**config.mk**
```make
export PLATFORM = sky130hd
export DESIGN_NAME = alu_4bit_reg_flat
export DESIGN_NICKNAME = d
export VERILOG_FILES = /design/src/rtl/alu_4bit_reg_if.sv /design/src/rtl/alu_4bit_reg.sv /design/src/flat_wrapper.sv
export SDC_FILE = /design/constraint.sdc
export NUM_CORES = 1
export LEC_CHECK = 0
export CORE_AREA = 2 2 55 57
export CTS_BUF_LIST = sky130_fd_sc_hd__clkbuf_4 sky130_fd_sc_hd__clkbuf_8
export CTS_CLUSTER_DIAMETER = 120
export DETAILED_ROUTE_END_ITERATION = 16
export DIE_AREA = 0 0 57 59
export GPL_TIMING_DRIVEN = 0
export PLACE_DENSITY = 0.73
export SLEW_MARGIN = 25
export SYNTH_ARGS = -nofsm -noshare
export SYNTH_HDL_FRONTEND = slang
export SYNTH_SLANG_ARGS = --single-unit
```
**constraint.sdc**
```tcl
create_clock -name clk -period 1.15 [get_ports clk]
set_input_delay 0.23 -clock clk [delete_from_list [all_inputs] [get_ports clk]]
set_output_delay 0.23 -clock clk [all_outputs]
set_load 0.01 [all_outputs]
```
**src/rtl/alu_4bit_reg_if.sv**
```systemverilog
// Operand/opcode and result/flag bundle for the registered 4-bit ALU.
// master drives operands and observes results; slave is the ALU side.
interface alu_4bit_reg_if;
   logic       valid_in;
   logic [3:0] a;
   logic [3:0] b;
   logic [2:0] ALU_Sel;
   logic [3:0] ALU_Result;
   logic       Zero;
   logic       Carry;
   logic       Overflow;
   logic       valid_out;

   modport master (
      output valid_in, a, b, ALU_Sel,
      input  ALU_Result, Zero, Carry, Overflow, valid_out
   );

   modport slave (
      input  valid_in, a, b, ALU_Sel,
      output ALU_Result, Zero, Carry, Overflow, valid_out
   );
endinterface

```
**src/rtl/alu_4bit_reg.sv**
```systemverilog
// Registered 4-bit ALU: eight arithmetic/logic/shift ops, one-cycle latency,
// with Zero/Carry/Overflow flags and a one-cycle valid_out pulse per capture.
module alu_4bit_reg (
   input logic            clk,
   input logic            rst,
   alu_4bit_reg_if.slave  bus
);
   localparam int unsigned W = 4;

   typedef enum logic [2:0] {
      OP_ADD = 3'b000,
      OP_SUB = 3'b001,
      OP_AND = 3'b010,
      OP_OR  = 3'b011,
      OP_XOR = 3'b100,
      OP_NOT = 3'b101,
      OP_SHL = 3'b110,
      OP_SHR = 3'b111
   } op_e;

   logic [W:0]   sum;
   logic [W:0]   diff;
   logic [W-1:0] res_c;
   logic         carry_c;
   logic         ovf_c;

   assign sum  = (W+1)'(bus.a) + (W+1)'(bus.b);
   // diff[W] doubles as the unsigned borrow (a < b)
   assign diff = (W+1)'(bus.a) - (W+1)'(bus.b);

   // Next result and flags for the current opcode
   always_comb begin
      res_c   = '0;
      carry_c = 1'b0;
      ovf_c   = 1'b0;
      unique case (op_e'(bus.ALU_Sel))
         OP_ADD: begin
            res_c   = sum[W-1:0];
            carry_c = sum[W];
            ovf_c   = (bus.a[W-1] == bus.b[W-1]) && (sum[W-1] != bus.a[W-1]);
         end
         OP_SUB: begin
            res_c   = diff[W-1:0];
            carry_c = diff[W];
            ovf_c   = (bus.a[W-1] != bus.b[W-1]) && (diff[W-1] != bus.a[W-1]);
         end
         OP_AND: res_c = bus.a & bus.b;
         OP_OR:  res_c = bus.a | bus.b;
         OP_XOR: res_c = bus.a ^ bus.b;
         OP_NOT: res_c = ~bus.a;
         OP_SHL: begin
            res_c   = {bus.a[W-2:0], 1'b0};
            carry_c = bus.a[W-1];
         end
         OP_SHR: begin
            res_c   = {1'b0, bus.a[W-1:1]};
            carry_c = bus.a[0];
         end
         default: res_c = '0;
      endcase
   end

   // Output registers; Zero resets high so it always agrees with ALU_Result
   always_ff @(posedge clk or posedge rst) begin
      if (rst) begin
         bus.ALU_Result <= '0;
         bus.Zero       <= 1'b1;
         bus.Carry      <= 1'b0;
         bus.Overflow   <= 1'b0;
         bus.valid_out  <= 1'b0;
      end else begin
         bus.valid_out <= bus.valid_in;
         if (bus.valid_in) begin
            bus.ALU_Result <= res_c;
            bus.Zero       <= (res_c == '0);
            bus.Carry      <= carry_c;
            bus.Overflow   <= ovf_c;
         end
      end
   end
endmodule

```
**src/flat_wrapper.sv**
```systemverilog
// flat-port wrapper written by rule: the top's interface ports become plain ports
module alu_4bit_reg_flat 
  (clk, rst, bus_valid_in, bus_a, bus_b, bus_ALU_Sel, bus_ALU_Result, bus_Zero, bus_Carry, bus_Overflow, bus_valid_out);
  alu_4bit_reg_if bus_i ();
  input logic clk;
  input logic rst;
  input wire logic [$bits(bus_i.valid_in)-1:0] bus_valid_in;
  input wire logic [$bits(bus_i.a)-1:0] bus_a;
  input wire logic [$bits(bus_i.b)-1:0] bus_b;
  input wire logic [$bits(bus_i.ALU_Sel)-1:0] bus_ALU_Sel;
  output wire logic [$bits(bus_i.ALU_Result)-1:0] bus_ALU_Result;
  output wire logic [$bits(bus_i.Zero)-1:0] bus_Zero;
  output wire logic [$bits(bus_i.Carry)-1:0] bus_Carry;
  output wire logic [$bits(bus_i.Overflow)-1:0] bus_Overflow;
  output wire logic [$bits(bus_i.valid_out)-1:0] bus_valid_out;
  assign bus_i.valid_in = bus_valid_in;
  assign bus_i.a = bus_a;
  assign bus_i.b = bus_b;
  assign bus_i.ALU_Sel = bus_ALU_Sel;
  assign bus_ALU_Result = bus_i.ALU_Result;
  assign bus_Zero = bus_i.Zero;
  assign bus_Carry = bus_i.Carry;
  assign bus_Overflow = bus_i.Overflow;
  assign bus_valid_out = bus_i.valid_out;
  alu_4bit_reg u_core (.clk(clk), .rst(rst), .bus(bus_i));
endmodule
```
==> qor.yml, run 1 <==
timing:
  tns_ps: -2230
  finalCriticalPeriod_ps: 1640
  skew_ps: 0
  period_share_pct: 142
  slew_viol_final: 0
  final_hold_viol_count: 0
  setup_violations: 6
  slew_headroom_pct: 74.8
  setup_ws_ps: -488
  fmax_mhz: 611
  worstMarginPinSlew_ps: 375
  rsz0062_at_grt: "yes"
route:
  via_per_inst: 5.51
  drc: 0
  drt-wirelength-per-cell_um: 15.8
  drt_wl_total_um: 3060
  dr.pass1.iters: 4
  via_count: 1069
  drtIter0Drc: 10
  postRouteAntennaNets: 0
floorplan:
  fp.coreArea_um2: 2710
  num_io_pins: 22
  fp-row-count: 19
  die-area_um2: 3360
  die_y_um: 59
  die_w_um: 57
  start_util_pct: 38.9
worst_setup_path:
  cp.required_ps: 1280
  critPathLaunchType: "input port"
  path_class: "input port to flip-flop"
  crit_arrival_ps: 1770
  worstSetupEndpointType: "flip-flop"
  path_max_fanout: 2
power:
  peakVddDrop_mv: 0.731
  p_leak_uw: 0.000762
  p_per_area_nw_per_um2: 752
cts:
  clock_path_buffers: 2
  clk_latency_ps: 250
  cts_num_sinks: 8
  htree_levels: 1
  cts_tree: "built"
  cts_root_buffer: "clkbuf_4"
  cts_inserted_buffers: 3
  holdBufCountCts: 0
  clk_pin_slew_ps: 60
logic_synthesis:
  synth_warnings: 0
  synth_cell_types: 48
  syn_inst: 119
  netlist_area_um2: 1050
  synth-edff-count: 0
  yosys.cell_count.top_type: "inv_1"
  avgSynthCellArea_um2: 8.86
  synth-main-ff-cell: "dfrtp_1"
  syn-num-nets: 147
  yosysTopAreaCell: "dfrtp_1"
  ys_seq_elements: 8
  yosysTopAreaCellShare_pct: 16.6
  ys_seq_area_share_pct: 19.1
  yosys-top-cells-area: "dfrtp_1 17%, ha_1 14%, inv_1 6.4%"
  synth-async-reset-ratio_pct: 100
  synth_common_cells: "18 x inv_1, 12 x ha_1, 7 x dfrtp_1, 7 x nor2_1"
global_route:
  antenna_found_initial: 0
  grt_max_degree: 11
  grt_pass1_wl_um: 4790
  grt.total_usage_pct: 17.9
  grt_overflow: 0
  grt_pass1_vias: 1086
final_layout:
  final_cell_count_no_fill: 194
  layout-drive-gt1-share_pct: 56.4
  final_net_count: 192
  area.growth.synth_to_final_pct: 68.9
  antenna_cells: 0
  fin_util_pct: 65.7
  fill_cells: 216
status:
  violations: "setup timing"
  status: "finished with violations"
min_path:
  min_path_type: "input port to asynchronous set/reset pin"
place:
  port-buffer-count: 20
  gp_congestion: 0.808
  dpl.cell_count: 170
  hpwl_um: 1960
  dp_worst_setup_slack_ps: -1450
run:
  drv_cap: 0
-- stage by stage --
stage	hold WS (ps)	power (uW)	cell area, um2
after floorplan	44.9	717	1190
after global placement	481	911	1430
after detailed placement	482	927	1430
after CTS	229	1260	1640
after global routing	241	1430	1780
final	225	1340	1780
-- layer usage --
| layer | up-vias | GRT usage [%] | wire (um) |
|---|---|---|---|
| li1 | 498 | - | - |
| met3 | 8 | 2.18 | 142 |
| met1 | 531 | 21.2 | 1200 |
| met2 | 32 | 33.0 | 1670 |
| met5 | - | 0 | 0 |
| met4 | 0 | 6.64 | 48 |
-- cells in the final DEF (no fill, tap or decap), drive strengths merged, types with 3 or more instances in the layout --
master	count
clkdlybuf4s15	7
nand2	6
dfrtp	7
inv	16
xnor2	4
ha	12
nor2b	3
nor2	7
o21ai	3
buf	35
a21oi	7
mux2i	3
mux2	4
clkbuf	6
-- area by class of cell --
type	instances	area, um2	share of cell area, %
Multi-Input combinational cell	86	975	54.7
Timing Repair Buffer	41	385	21.6
Sequential cell	8	201	11.3
Inverter	18	101	5.69
Buffer	6	50.0	2.81
Tap cell	31	38.8	2.18
Clock buffer	4	30.0	1.69
-- sequential cells by signal, summed over array words and instances, names as in the netlist --
name,cells
u_core.bus.Carry,1
u_core.bus.valid_out,1
u_core.bus.Overflow,1
u_core.bus.Zero,1
u_core.bus.ALU_Result,4
-- critical path, cell delays in order --
cell       delay, ps
buf_12           110
inv_12            40
ha_4             130
inv_2             30
fa_2             360
xor2_2           190
o22a_1           170
nor2_2            50
a2bb2oi_2        170
mux2_4           270
-- report_power, final --
part	internal, uW	switching, uW
clock network	157	100
logic	394	347
registers	321	20.2
total	871	468
-- path summary, 6_finish.rpt --
path,start,endpoint,slack (ps),cells after the start
max reg2reg,u_core.bus.ALU_Result[3],u_core.bus.ALU_Result[3],380,1
max,bus_a[0],u_core.bus.ALU_Result[2],-490,10
max in group asynchronous,rst,u_core.bus.Zero,630,2
min reg2reg,u_core.bus.Zero,u_core.bus.Zero,500,2
min,rst,u_core.bus.ALU_Result[3],230,2
min in group clk,bus_valid_in,u_core.bus.valid_out,450,1
-- logic make-up (layout without fill, tap and decap cells) --
family | count (synthesis) | in the layout | share of synthesized area [%]
compound gates | 30 | 30 | 22.7
xor+xnor | 5 | 5 | 4.15
fa+ha+maj | 14 | 14 | 18.0
buf+inv | 25 | 69 | 10.8
flops | 8 | 8 | 19.1
mux | 8 | 8 | 9.96
simple gates | 29 | 29 | 15.3
-- what timing repair did --
action / CTS / global route
setup endpoints to repair: 15 / 10
resized for setup: 88 / 20
pin swaps: 20 / 17
buffers inserted: 16 / 6
Power figures use the tool's default switching activity.
==> run 2, diff against run 1 <==
--- a/config.mk
+++ b/config.mk
@@ -12,6 +12,7 @@
 export DIE_AREA = 0 0 57 59
 export GPL_TIMING_DRIVEN = 0
 export PLACE_DENSITY = 0.73
+export SKIP_CTS_REPAIR_TIMING = 1
 export SLEW_MARGIN = 25
 export SYNTH_ARGS = -nofsm -noshare
 export SYNTH_HDL_FRONTEND = slang
==> run 2 against run 1 <==
Effect of this change:
- the run still ends with setup timing left
- critical path depth fell by 1
- core utilization fell by 3.2 points
- global-route usage decreased by 2.8 points
- worst hold slack lost 1.8 ps
- count of clock-buffer cells in the layout unchanged
- flip-flop and latch count unchanged
- routed wire length down 10%
- power shrank 3.1%
- worst setup slack got worse by 37 ps
- first-iteration DRC count up 50%
- highest routed layer unchanged
==> qor.yml, run 2 (synthesis gave the netlist of run 1 again) <==
floorplan:
  die_y_um: 59
  start_util_pct: 38.9
  fp.coreArea_um2: 2710
  die-area_um2: 3360
  num_io_pins: 22
  fp-row-count: 19
  die_w_um: 57
power:
  p_leak_uw: 0.000811
  peakVddDrop_mv: 0.782
  total_power_uw: 1300
  p_per_area_nw_per_um2: 766
worst_setup_path:
  ff2ff_setup_slack_ps: 380
  cp.required_ps: 1320
  reg2regPathDepth: 2
  path_max_fanout: 4
  r2r_start: "u_core.bus.Zero"
  worstSetupEndpointType: "flip-flop"
  critPathLaunchType: "input port"
  r2r-end: "u_core.bus.Zero"
  worstSetupPathDepth: 9
  crit_family: "compound AO/OA/AOI/OAI gates"
  path_class: "input port to flip-flop"
  critPathBufInv: 3
  crit_slowest_cell: "o32ai_2"
  cp_slowest_stage_delay_ps: 300
  crit_top_cell: "o32ai_2"
  path_cells: "buf_8, clkinvlp_4, buf_6, ha_4, nor3b_1, a211oi_1, o32ai_2, nand3_1, o32ai_2"
  crit_arrival_ps: 1850
final_layout:
  antenna_cells: 0
  layout-drive-gt1-share_pct: 48.1
  design_area_um2: 1690
  final_net_count: 185
  area.growth.synth_to_final_pct: 60.6
  fin_util_pct: 62.5
  layout_common_cells: "17 x buf_4, 10 x inv_1, 10 x dlymetal6s2s_1"
  fill_cells: 229
  largest-register: "u_core.bus.ALU_Result"
  final_common_cell: "buf_4"
  largest_reg_flops: 4
cts:
  clk_latency_ps: 250
  cts_root_buffer: "clkbuf_4"
  cts_inserted_buffers: 3
  clock_path_buffers: 2
  cts_tree: "built"
  cts_num_sinks: 8
  htree_levels: 1
  clk_pin_slew_ps: 60
timing:
  slew_viol_final: 0
  rsz0062_at_grt: "yes"
  final_hold_viol_count: 0
  slew_headroom_pct: 76.4
  skew_ps: 0
  setup_violations: 6
  period_share_pct: 146
  worstMarginPinSlew_ps: 352
  tns_ps: -2350
  finalCriticalPeriod_ps: 1670
  fmax_mhz: 597
  setup_ws_ps: -525
global_route:
  grt_max_degree: 11
  met1_usage_pct: 19.0
  met3_usage_pct: 1.75
  grt_pass1_vias: 911
  grt_overflow: 0
  grt_pass1_wl_um: 4060
  grt.total_usage_pct: 15.1
  antenna_found_initial: 0
  grt-busiest-layer: "met2"
  met2_usage_pct: 27.4
route:
  drtIter0Drc: 15
  via_per_inst: 5.37
  dr.pass1.iters: 4
  via_count: 1005
  postRouteAntennaNets: 0
  drt_wl_total_um: 2760
  drt-wirelength-per-cell_um: 14.7
  drc: 0
place:
  port-buffer-count: 20
  hpwl_um: 1960
  placed_area_um2: 1430
  gp_congestion: 0.808
  dp_worst_setup_slack_ps: -1450
status:
  status: "finished with violations"
  violations: "setup timing"
min_path:
  min_path_type: "input port to asynchronous set/reset pin"
run:
  drv_cap: 0
run 2: worst max path at each step:
stage / start / end
final: bus_b[1] / u_core.bus.Zero
after global routing: bus_b[1] / u_core.bus.Zero
after CTS: bus_a[0] / u_core.bus.Zero
after detailed placement: bus_a[0] / u_core.bus.ALU_Result[2]
after global placement: bus_a[0] / u_core.bus.Zero
after floorplan: bus_a[3] / u_core.bus.ALU_Result[3]
run 2: routing by layer:
| metal | share of wire [%] | vias to the layer above |
|---|---|---|
| li1 | - | 488 |
| met1 | 42 | 493 |
| met2 | 53 | 20 |
| met3 | 3.6 | 4 |
| met4 | 1.1 | 0 |
| met5 | 0 | - |
run 2: report_power, final:
group          total, uW  leakage, uW  internal [uW]  switching, uW
combinational        696     0.000698            376            320
sequential           339    0.0000950            320           18.8
clock                262    0.0000184            157            105
total               1300     0.000811            854            444
run 2: metrics by stage:
| step | cells | hold WS, ps |
|---|---|---|
| 3_5_place_dp | 170 | 482 |
| 3_3_place_gp | 170 | 481 |
| 2_1_floorplan | 119 | 44.9 |
| 4_1_cts | 174 | 229 |
| 6_report | 187 | 223 |
| 5_1_grt | 187 | 241 |
run 2: layout make-up:
| class | instances | area [um2] | share of cell area [%] |
|---|---|---|---|
| inverter | 18 | 101 | 5.98 |
| timing repair buffer | 34 | 358 | 21.1 |
| clock buffer | 4 | 30.0 | 1.77 |
| multi-input combinational | 86 | 918 | 54.2 |
| sequential | 8 | 201 | 11.9 |
| buffer | 6 | 46.3 | 2.73 |
| tap | 31 | 38.8 | 2.29 |
==> run 3, diff against run 2 <==
--- a/config.mk
+++ b/config.mk
@@ -5,13 +5,13 @@
 export SDC_FILE = /design/constraint.sdc
 export NUM_CORES = 1
 export LEC_CHECK = 0
-export CORE_AREA = 2 2 55 57
+export CORE_AREA = 2 2 47 49
 export CTS_BUF_LIST = sky130_fd_sc_hd__clkbuf_4 sky130_fd_sc_hd__clkbuf_8
 export CTS_CLUSTER_DIAMETER = 120
 export DETAILED_ROUTE_END_ITERATION = 16
-export DIE_AREA = 0 0 57 59
+export DIE_AREA = 0 0 49 51
 export GPL_TIMING_DRIVEN = 0
-export PLACE_DENSITY = 0.73
+export PLACE_DENSITY = 0.93
 export SKIP_CTS_REPAIR_TIMING = 1
 export SLEW_MARGIN = 25
 export SYNTH_ARGS = -nofsm -noshare
==> run 3 against run 2 <==
Effect of this change:
- the flow still finishes with violations (setup timing)
- global-route usage up 5.6 points
- routed wire length up 16%
- first-iteration DRC count up 73%
- register-to-register slack about the same
- sequential power about the same
- cell area down 0.81%
- clock skew unchanged
- die area down 26%
- combinational power up 3%
- sequential share of layout area up 0.097 points
- largest cell class unchanged
==> qor.yml, run 3 (synthesis gave the netlist of run 1 again) <==
status:
  status: "finished with violations"
  violations: "setup timing"
timing:
  slew_viol_final: 0
  worstMarginPinSlew_ps: 422
  setup_ws_ps: -515
  fmax_mhz: 601
  rsz0062_at_grt: "yes"
  skew_ps: 0
  setup_violations: 7
  hold_ws_ps: 206
  period_share_pct: 145
  slew_headroom_pct: 71.7
  finalCriticalPeriod_ps: 1660
  tns_ps: -2580
  final_hold_viol_count: 0
final_layout:
  layout_common_cells: "19 x buf_4, 10 x inv_1, 9 x dlymetal6s2s_1"
  layout-drive-gt1-share_pct: 51.3
  antenna_cells: 0
  final_common_cell: "buf_4"
  final_net_count: 185
  fill_cells: 116
  largest-register: "u_core.bus.ALU_Result"
  largest_reg_flops: 4
  area.growth.synth_to_final_pct: 59.3
cts:
  cts_inserted_buffers: 3
  clk_pin_slew_ps: 60
  cts_num_sinks: 8
  clock_path_buffers: 2
  htree_levels: 1
  clk_latency_ps: 260
  cts_tree: "built"
  cts_root_buffer: "clkbuf_4"
worst_setup_path:
  critPathBufInv: 2
  critPathLaunchType: "input port"
  worstSetupEndpointType: "flip-flop"
  cp_slowest_stage_delay_ps: 490
  path_max_fanout: 2
  cp.required_ps: 1290
  path_cells: "buf_8, inv_6, ha_4, or2b_1, mux4_2, nor3_4, a21oi_2, mux2_4"
  crit_slowest_cell: "mux4_2"
  crit_arrival_ps: 1810
  crit_family: "multiplexers"
  path_class: "input port to flip-flop"
power:
  p_seq_share_pct: 25.7
  combPwrFrac_pct: 54.4
  p_per_area_nw_per_um2: 781
  p_sw_share_pct: 35.0
  peakVddDrop_mv: 0.552
  p_sw_uw: 459
  internal-power_uw: 854
  p_clk_share_pct: 19.9
  p_leak_uw: 0.000795
route:
  drc: 0
  via_per_inst: 5.68
  drt_wl_total_um: 3180
  drtIter0Drc: 26
  dr.pass1.iters: 6
  drt-wirelength-per-cell_um: 17.3
  via_count: 1046
  postRouteAntennaNets: 0
floorplan:
  fp-row-count: 17
  die_y_um: 51
  die_w_um: 49
  start_util_pct: 51.1
  fp.coreArea_um2: 2060
  num_io_pins: 22
  die-area_um2: 2500
global_route:
  grt_max_degree: 11
  grt.total_usage_pct: 20.7
  grt_pass1_wl_um: 4000
  grt_overflow: 0
  grt_pass1_vias: 941
  antenna_found_initial: 0
run:
  drv_cap: 0
place:
  gp_congestion: 0.853
  port-buffer-count: 20
  hpwl_um: 1970
min_path:
  min_path_type: "input port to asynchronous set/reset pin"
-- run 3: cell count changes in the layout (fill, tap and decap cells not counted), sizes merged --
cell,before,now
buf,26,27
dlymetal6s2s,10,9
inv,16,17
clkinv,1,0
-- run 3: final timing paths --
path | startpoint | end | slack (ps) | cells after the start
max reg2reg | u_core.bus.ALU_Result[3] | u_core.bus.ALU_Result[3] | 390 | 1
min reg2reg | u_core.bus.Zero | u_core.bus.Zero | 500 | 2
max | bus_b[3] | u_core.bus.ALU_Result[3] | -510 | 8
max in group asynchronous | rst | u_core.bus.Zero | 660 | 2
min | rst | u_core.bus.valid_out | 210 | 2
min in group clk | bus_a[3] | u_core.bus.Overflow | 390 | 4
-- run 3: area by class of cell --
cell class                 count  area [um2]  area share (%)
timing repair buffer          34         352            20.9
tap                           28        35.0            2.08
inverter                      18        98.8            5.88
clock buffer                   4        30.0            1.79
multi-input combinational     86         921            54.8
sequential                     8         201            12.0
buffer                         6        42.5            2.53
-- run 3: power groups by stage --
stage | sequential [uW] | clock [uW] | combinational (uW)
finish | 337 | 261 | 714
global route | 345 | 280 | 764
CTS | 340 | 261 | 583
detailed placement | 344 | 0 | 581
global placement | 342 | 0 | 560
floorplan | 361 | 0 | 356
-- run 3: through the flow --
stage	cells	setup slack, ps	power, uW	area (um2)	util, %
2_1_floorplan	119	-570	717	1190	-
3_3_place_gp	167	-1370	902	1420	69.0
3_5_place_dp	167	-1440	925	1420	69.0
4_1_cts	171	-1170	1180	1450	70.5
5_1_grt	184	-582	1390	1680	81.4
6_report	184	-515	1310	1680	81.4
-- run 3: per-layer routing --
layer  vias to the layer above  track usage, %  part of all wire, %  wire (um)
li1                        484               -                    -          -
met1                       499            22.6                   39       1240
met2                        50            40.2                   54       1720
met3                        13            2.34                  4.6        147
met4                         0            9.05                  2.4         76
met5                         -               0                    0          0
